### src/rtl/sigmoid_alu_operand_packer.sv
// Packs a valid/ready stream of signed bytes into 4-lane bundles for the sigmoid ALU adder.
// Optional SIGMOID_PACKER_SUM_EN adds out_sum, a registered signed sum of the four lanes.
module sigmoid_alu_operand_packer #(
  parameter int unsigned DATA_WIDTH = 8
) (
  input  logic                  clk,
  input  logic                  n_rst,
  input  logic [DATA_WIDTH-1:0] in_data,
  input  logic                  in_valid,
  input  logic                  in_last,
  output logic                  in_ready,
  output logic [DATA_WIDTH-1:0] out1,
  output logic [DATA_WIDTH-1:0] out2,
  output logic [DATA_WIDTH-1:0] out3,
  output logic [DATA_WIDTH-1:0] out4,
  output logic [2:0]            out_count,
  output logic                  out_last,
  output logic                  out_valid,
  input  logic                  out_ready
`ifdef SIGMOID_PACKER_SUM_EN
  ,
  output logic [DATA_WIDTH+1:0] out_sum
`endif
);

  localparam int unsigned LANES = 4;
  localparam int unsigned IDX_W = 2;
  localparam int unsigned CNT_W = 3;
  localparam int unsigned SUM_W = DATA_WIDTH + 2;

  typedef struct packed {
    logic [LANES-1:0][DATA_WIDTH-1:0] lane;
    logic [CNT_W-1:0]                 count;
    logic                             last;
  } bundle_t;

  typedef enum logic {
    COLLECT = 1'b0,
    HOLD    = 1'b1
  } state_t;

  state_t           state;
  logic [IDX_W-1:0] idx;
  bundle_t          col;
  bundle_t          out_q;
  bundle_t          new_grp;
  logic             accept;
  logic             close_grp;
  logic             free;

  assign accept    = in_valid && in_ready;
  assign close_grp = accept && ((idx == IDX_W'(LANES - 1)) || in_last);
  assign free      = !out_valid || out_ready;

  // Closing group: lanes already collected, the incoming byte at idx, zeros above.
  always_comb begin
    new_grp = '0;
    for (int i = 0; i < int'(LANES); i++) begin
      if (IDX_W'(i) < idx) begin
        new_grp.lane[i] = col.lane[i];
      end else if (IDX_W'(i) == idx) begin
        new_grp.lane[i] = in_data;
      end
    end
    new_grp.count = CNT_W'(idx) + CNT_W'(1);
    new_grp.last  = in_last;
  end

`ifdef SIGMOID_PACKER_SUM_EN
  function automatic logic [SUM_W-1:0] lane_sum(input bundle_t b);
    logic [SUM_W-1:0] acc;
    acc = '0;
    for (int i = 0; i < int'(LANES); i++) begin
      acc = acc + {{(SUM_W - DATA_WIDTH){b.lane[i][DATA_WIDTH-1]}}, b.lane[i]};
    end
    return acc;
  endfunction
`endif

  always_ff @(posedge clk) begin
    if (!n_rst) begin
      state     <= COLLECT;
      idx       <= '0;
      col       <= '0;
      out_q     <= '0;
      out_valid <= 1'b0;
      in_ready  <= 1'b1;
`ifdef SIGMOID_PACKER_SUM_EN
      out_sum   <= '0;
`endif
    end else begin
      // A drain clears valid unless a new bundle loads at the same edge below.
      if (out_valid && out_ready) begin
        out_valid <= 1'b0;
      end
      unique case (state)
        COLLECT: begin
          if (accept) begin
            if (close_grp) begin
              idx <= '0;
              if (free) begin
                out_q     <= new_grp;
                out_valid <= 1'b1;
`ifdef SIGMOID_PACKER_SUM_EN
                out_sum   <= lane_sum(new_grp);
`endif
              end else begin
                col      <= new_grp;
                state    <= HOLD;
                in_ready <= 1'b0;
              end
            end else begin
              col.lane[idx] <= in_data;
              idx           <= idx + IDX_W'(1);
            end
          end
        end
        HOLD: begin
          if (free) begin
            out_q     <= col;
            out_valid <= 1'b1;
            state     <= COLLECT;
            in_ready  <= 1'b1;
`ifdef SIGMOID_PACKER_SUM_EN
            out_sum   <= lane_sum(col);
`endif
          end
        end
        default: begin
          state    <= COLLECT;
          in_ready <= 1'b1;
        end
      endcase
    end
  end

  assign out1      = out_q.lane[0];
  assign out2      = out_q.lane[1];
  assign out3      = out_q.lane[2];
  assign out4      = out_q.lane[3];
  assign out_count = out_q.count;
  assign out_last  = out_q.last;

endmodule

### config.mk
export PLATFORM = sky130hd
export DESIGN_NAME = sigmoid_alu_operand_packer
export DESIGN_NICKNAME = d
export VERILOG_FILES = /design/src/rtl/sigmoid_alu_operand_packer.sv
export SDC_FILE = /design/constraint.sdc
export NUM_CORES = 1
export LEC_CHECK = 0
export ABC_AREA = 1
export CORE_UTILIZATION = 30
export DETAILED_ROUTE_END_ITERATION = 16
export GPL_TIMING_DRIVEN = 1
export PLACE_DENSITY_LB_ADDON = 0.1
export SLEW_MARGIN = 10
export SYNTH_ARGS = -nofsm -noshare
export SYNTH_HDL_FRONTEND = slang
export SYNTH_SLANG_ARGS = --single-unit
export TNS_END_PERCENT = 1
### constraint.sdc
create_clock -name clk -period 1.9 [get_ports clk]
set_clock_uncertainty 0.1 [all_clocks]
set_input_delay 0.19 -clock clk [delete_from_list [all_inputs] [get_ports clk]]
set_output_delay 0.19 -clock clk [all_outputs]
set_load 0.05 [all_outputs]
==> flow_metrics.tcl, run 1 <==
set metrics [dict create \
    worstPathArrival_ns 1.54 \
    num_rows 43 \
    port_buffers 50 \
    wl_per_cell_um 13.0 \
    yosys_warnings 0 \
    crit_buf_inv 1 \
    cap_violations 0 \
    initial_core_util_pct 31.2 \
    muxShareOfSynthArea_pct 0 \
    cts-resized-gates 0 \
    cts_sinks 77 \
    drc 0 \
    critPathMaxStageDelay_ns 0.83 \
    cts_hold_buf 0 \
    grt_pass1_vias 4185 \
    grt_pass1_wl_mm 20.3 \
    fp.dieW_um 123 \
    ys_ff_latch 77 \
    cts.path.max_buffers 2 \
    n_antenna_cell 0 \
    hold_viol 0 \
    area_growth_pct 26.2 \
    place_congestion 0.814 \
    synth_edf_count 0 \
    grtUsageMet3_pct 3.76 \
    grt_max_degree 34 \
    vias 4380 \
    grt.total_usage_pct 17.9 \
    avgSynthCellArea_sq_um 6.06 \
    syn_nets 741 \
    viasPerCell 4.56 \
    cts_buffers 9 \
    async_reset_ff_share_pct 0 \
    post-route-min-period_ns 1.83 \
    post-route-period-util_pct 96.3 \
    critical_path_cell_count 1 \
    worst_ir_drop_vdd_v 0.000464 \
    hpwl_mm 8.62 \
    power_density_nw_per_um2 817 \
    critPathKind "flip-flop to primary output" \
    yosys.area_share.simple_pct 43.3 \
    synth_top_area_cell "dfxtp_1" \
    p_leak_nw 2.60 \
    die-area_sq_um 15100 \
    status "finished clean" \
    use_met2_pct 29.0 \
    firstDrtPassIters 4 \
    dr.first_iter.drc_count 275 \
    synthFlopType "dfxtp_1" \
    synth.area.top_cells "dfxtp_1 35%, nand2_1 21%, nor2_1 12%" \
    synth_top_family_by_area "simple AND/OR/NAND/NOR gates" \
    met1_usage_pct 22.8 \
    tritoncts "yes" \
    synth_top_area_share_pct 35.2 \
    rsz0062_at_grt "false" \
    fmax_ghz 0.546 \
    crit_family "buffers and inverters" \
    synth_cells 723 \
    grt.overflow.total 0 \
    num_io_pins 51 \
    synth_adder_area_share_pct 1.43 \
    min_path_type "flip-flop to flip-flop" \
    worstHoldPathCells 2 \
    synth_xor_xnor_area_share_pct 0 \
    antenna_found_initial 0 \
    core_area_sq_um 14000 \
    htreeDepth 3 \
    yosysSeqAreaShare_pct 35.2 \
    synth_area_sq_um 4380 \
    synth_compound_area_share_pct 7.37 \
    worst_hold_slack_ns 0.361 \
    worstPathRequired_ns 1.61 \
    setup_violations 0 \
    fillers 1481 \
    slew_viol_final 0 \
    rr_worst_depth 10 \
    antenna_left 0 \
    clockRootBuffer "clkbuf_16" \
    setup_tns_ns 0 \
    worst-path-max-fanout 3 \
    drt-total-wl_mm 12.4 \
    netlist-cell-type-count 28 \
    slowest_stage "clkdlybuf4s50_1" \
    tightest_slew_ns 0.500 \
    path_clk_slew_ns 0.06 \
    drive_gt1_share_pct 10.8 \
    nets 795 \
    cts_setup_buffers 0 \
    crit_path_start_kind "flip-flop" \
    cp-end-kind "primary output" \
    clk_latency_ns 0.35 \
    die_h_um 123 \
    relSlewSlack_pct 66.6 \
    grt-busiest-layer "met2" \
    path_cells "clkdlybuf4s50_1" \
]
## per-stage QoR
step,worst slack (ns),instance area (sq um),cells,power (W),utilization (%)
after floorplan,0.0287,4380,723,0.00236,-
after global placement,0.0818,5190,946,0.00265,37.0
after detailed placement,0.0567,5190,946,0.00265,37.0
after CTS,0.0228,5520,961,0.00459,39.3
after global routing,0.00996,5530,961,0.00474,39.4
final,0.0698,5530,961,0.00452,39.4
## sequential cells by signal, indices dropped and copies added (netlist names)
signal	count
state	1
out_last	1
out2	8
out4	8
out3	8
out_valid	1
out1	8
idx	2
out_count	3
col	36
in_ready	1
## routing by layer
| layer | vias to the layer above | share of wire [%] |
|---|---|---|
| met3 | 11 | 4.7 |
| met5 | - | 0 |
| met4 | 0 | 1.3 |
| li1 | 2317 | - |
| met2 | 69 | 45 |
| met1 | 1983 | 49 |
## cell usage after synthesis, types with 2 or more instances
cell type  instances
nand2_1          241
nor2_1           142
dfxtp_1           77
inv_1             77
a21oi_1           34
nand3_1           31
nand4_1           24
buf_2             15
clkbuf_1          14
o21ai_0           14
a21oi_2            8
nand2_2            8
inv_2              6
buf_6              5
ha_1               5
nand3_2            3
nor2_2             3
nor2_4             3
buf_1              2
buf_4              2
clkbuf_2           2
## layout make-up
type / instances / area (sq um) / area share (%)
clock buffer: 12 / 256 / 4.64
clock inverter: 3 / 68.8 / 1.24
inverter: 85 / 324 / 5.86
multi-input combinational: 520 / 2300 / 41.5
sequential: 77 / 1540 / 27.9
tap: 180 / 225 / 4.07
timing repair buffer: 84 / 816 / 14.8
## power by group
| group | internal [W] | total (W) | switching [W] |
|---|---|---|---|
| Combinational | 0.000293 | 0.000862 | 0.000569 |
| Clock | 0.00122 | 0.00191 | 0.000688 |
| Sequential | 0.00170 | 0.00175 | 0.0000450 |
## final timing paths
check,from,end,slack (ns)
worst max-delay path,in_ready,in_ready,0.07
worst min-delay path,col[30],col[30],0.36
worst max register to register,idx[1],out3[7],0.12
worst min register to register,col[30],col[30],0.36
## cell usage in the layout, fill, tap and decap left out, types with 8 or more instances in the layout
cell type and n:
nand2_1 241, nor2_1 142, inv_1 77, dfxtp_1 76, clkdlybuf4s50_1 49, a21oi_1 34
nand3_1 31, buf_4 30, nand4_1 24, o21ai_0 14, clkbuf_16 9, nand2_2 8
a21oi_2 8
## cell families after synthesis
kind of cell | count (synthesis)
compound gates | 58
flops | 77
fa+ha+maj | 5
simple gates | 457
buf+inv | 126
Note: power is estimated with default switching activity, not from simulation.
==> inputs of run 2 (changes only) <==
- CAP_MARGIN: not set -> 20
- CORE_MARGIN: not set -> 5
==> flow_metrics.tcl, run 2 (synthesis results as in run 1) <==
set metrics [dict create \
    fmax_ghz 0.551 \
    top_register "col" \
    relSlewSlack_pct 65.7 \
    drt-total-wl_mm 12.7 \
    clockRootBuffer "clkbuf_16" \
    tightest_slew_ns 0.513 \
    port_buffers 50 \
    worstPathRequired_ns 2.09 \
    grt_max_degree 34 \
    cts-resized-gates 0 \
    cts.path.max_buffers 2 \
    initial_core_util_pct 30.4 \
    hold_viol 0 \
    antenna_left 0 \
    drive_gt1_share_pct 11.1 \
    die_h_um 131 \
    regToRegStartpoint "idx[1]" \
    path_cells "buf_4 > clkinv_1 > ha_1 > buf_4 > o21ai_0 > nand2_1 > o21ai_0 > nor2_1 > nor2_1" \
    crit_buf_inv 3 \
    clk_latency_ns 0.35 \
    num_rows 44 \
    num_io_pins 51 \
    pwr-share-clk_pct 43.3 \
    setup_tns_ns 0 \
    post-route-min-period_ns 1.81 \
    p_leak_nw 2.61 \
    firstDrtPassIters 4 \
    share_comb_of_total_power_pct 18.7 \
    slew_viol_final 0 \
    status "finished clean" \
    min_from "col[28]" \
    min_path_type "flip-flop to flip-flop" \
    vias 4388 \
    fillers 1565 \
    area_growth_pct 26.4 \
    cts_buffers 9 \
    htreeDepth 3 \
    grt_pass1_wl_mm 20.7 \
    worst-path-max-fanout 12 \
    crit_path_start_kind "flip-flop" \
    post-route-period-util_pct 95.5 \
    largest_register_ffs 36 \
    power_w 0.00460 \
    worstPathArrival_ns 2.00 \
    place_congestion 0.900 \
    fp.dieW_um 131 \
    drc 0 \
    n_antenna_cell 0 \
    wl_per_cell_um 13.1 \
    grt_pass1_vias 4217 \
    cap_violations 0 \
    setup_violations 0 \
    slowest_stage "dfxtp_1" \
    swShare_pct 28.9 \
    finalWorstSetupSlack_ns 0.0857 \
    path_clk_slew_ns 0.06 \
    nets 796 \
    dr.first_iter.drc_count 301 \
    cts_hold_buf 0 \
    p_int_w 0.00327 \
    rsz0062_at_grt "true" \
    cp-end-kind "flip-flop" \
    grt.overflow.total 0 \
    cts_setup_buffers 0 \
    p_sw_w 0.00133 \
    cts_sinks 77 \
    critPathLaunch "idx[1]" \
    critPathKind "flip-flop to flip-flop" \
    mostFrequentLayoutCells "241 x nand2_1, 142 x nor2_1, 77 x inv_1" \
    place_ws_ns 0.0520 \
    hpwl_mm 8.78 \
    power_density_nw_per_um2 831 \
    grt.total_usage_pct 15.6 \
    final_common_cell "nand2_1" \
    antenna_found_initial 0 \
    critPathMaxStageDelay_ns 0.37 \
    p_seq_share_pct 38.0 \
    crit_family "buffers and inverters" \
    viasPerCell 4.54 \
    die-area_sq_um 17100 \
    worst_ir_drop_vdd_v 0.000400 \
    core_area_sq_um 14400 \
    tritoncts "yes" \
]
run 2: worst min-delay path: stages, from the launching register on:
cell     delay, ns
dfxtp_1       0.31
nand2_1       0.06
a21oi_1       0.05
run 2: area by class of cell:
type	instances	area, sq um	area share (%)
Clock buffer	9	225	4.07
Clock inverter	6	111	2.01
Inverter	85	324	5.85
Multi-Input combinational cell	520	2290	41.4
Sequential cell	77	1540	27.9
Tap cell	184	230	4.16
Timing Repair Buffer	85	811	14.6
run 2: per-stage QoR:
step	area [sq um]	std cells	hold slack [ns]	util, %
2_1_floorplan	4380	723	0.238	-
3_3_place_gp	5190	951	0.348	36.0
3_5_place_dp	5190	951	0.354	36.0
4_1_cts	5530	966	0.365	38.3
5_1_grt	5540	966	0.382	38.4
6_report	5540	966	0.364	38.4
run 2: worst paths after layout:
| check | end | cells past startpoint | slack, ns |
|---|---|---|---|
| max | out1[4] | 9 | 0.09 |
| min | col[28] | 2 | 0.36 |
| max reg2reg | out1[4] | 9 | 0.09 |
| min reg2reg | col[28] | 2 | 0.36 |
run 2: routing by layer:
layer | vias up | wire (um) | GRT usage (%)
met5 | - | 0 | 0
met1 | 2004 | 5970 | 19.5
met3 | 13 | 516 | 3.54
met4 | 0 | 196 | 5.75
met2 | 59 | 6000 | 26.3
li1 | 2312 | - | -
run 2: power groups by stage:
stage          clock [W]  sequential, W  combinational (W)
2_1_floorplan          0        0.00197           0.000391
4_1_cts          0.00207        0.00175           0.000869
3_3_place_gp           0        0.00178           0.000861
3_5_place_dp           0        0.00178           0.000865
6_report         0.00199        0.00175           0.000861
5_1_grt          0.00212        0.00176           0.000952
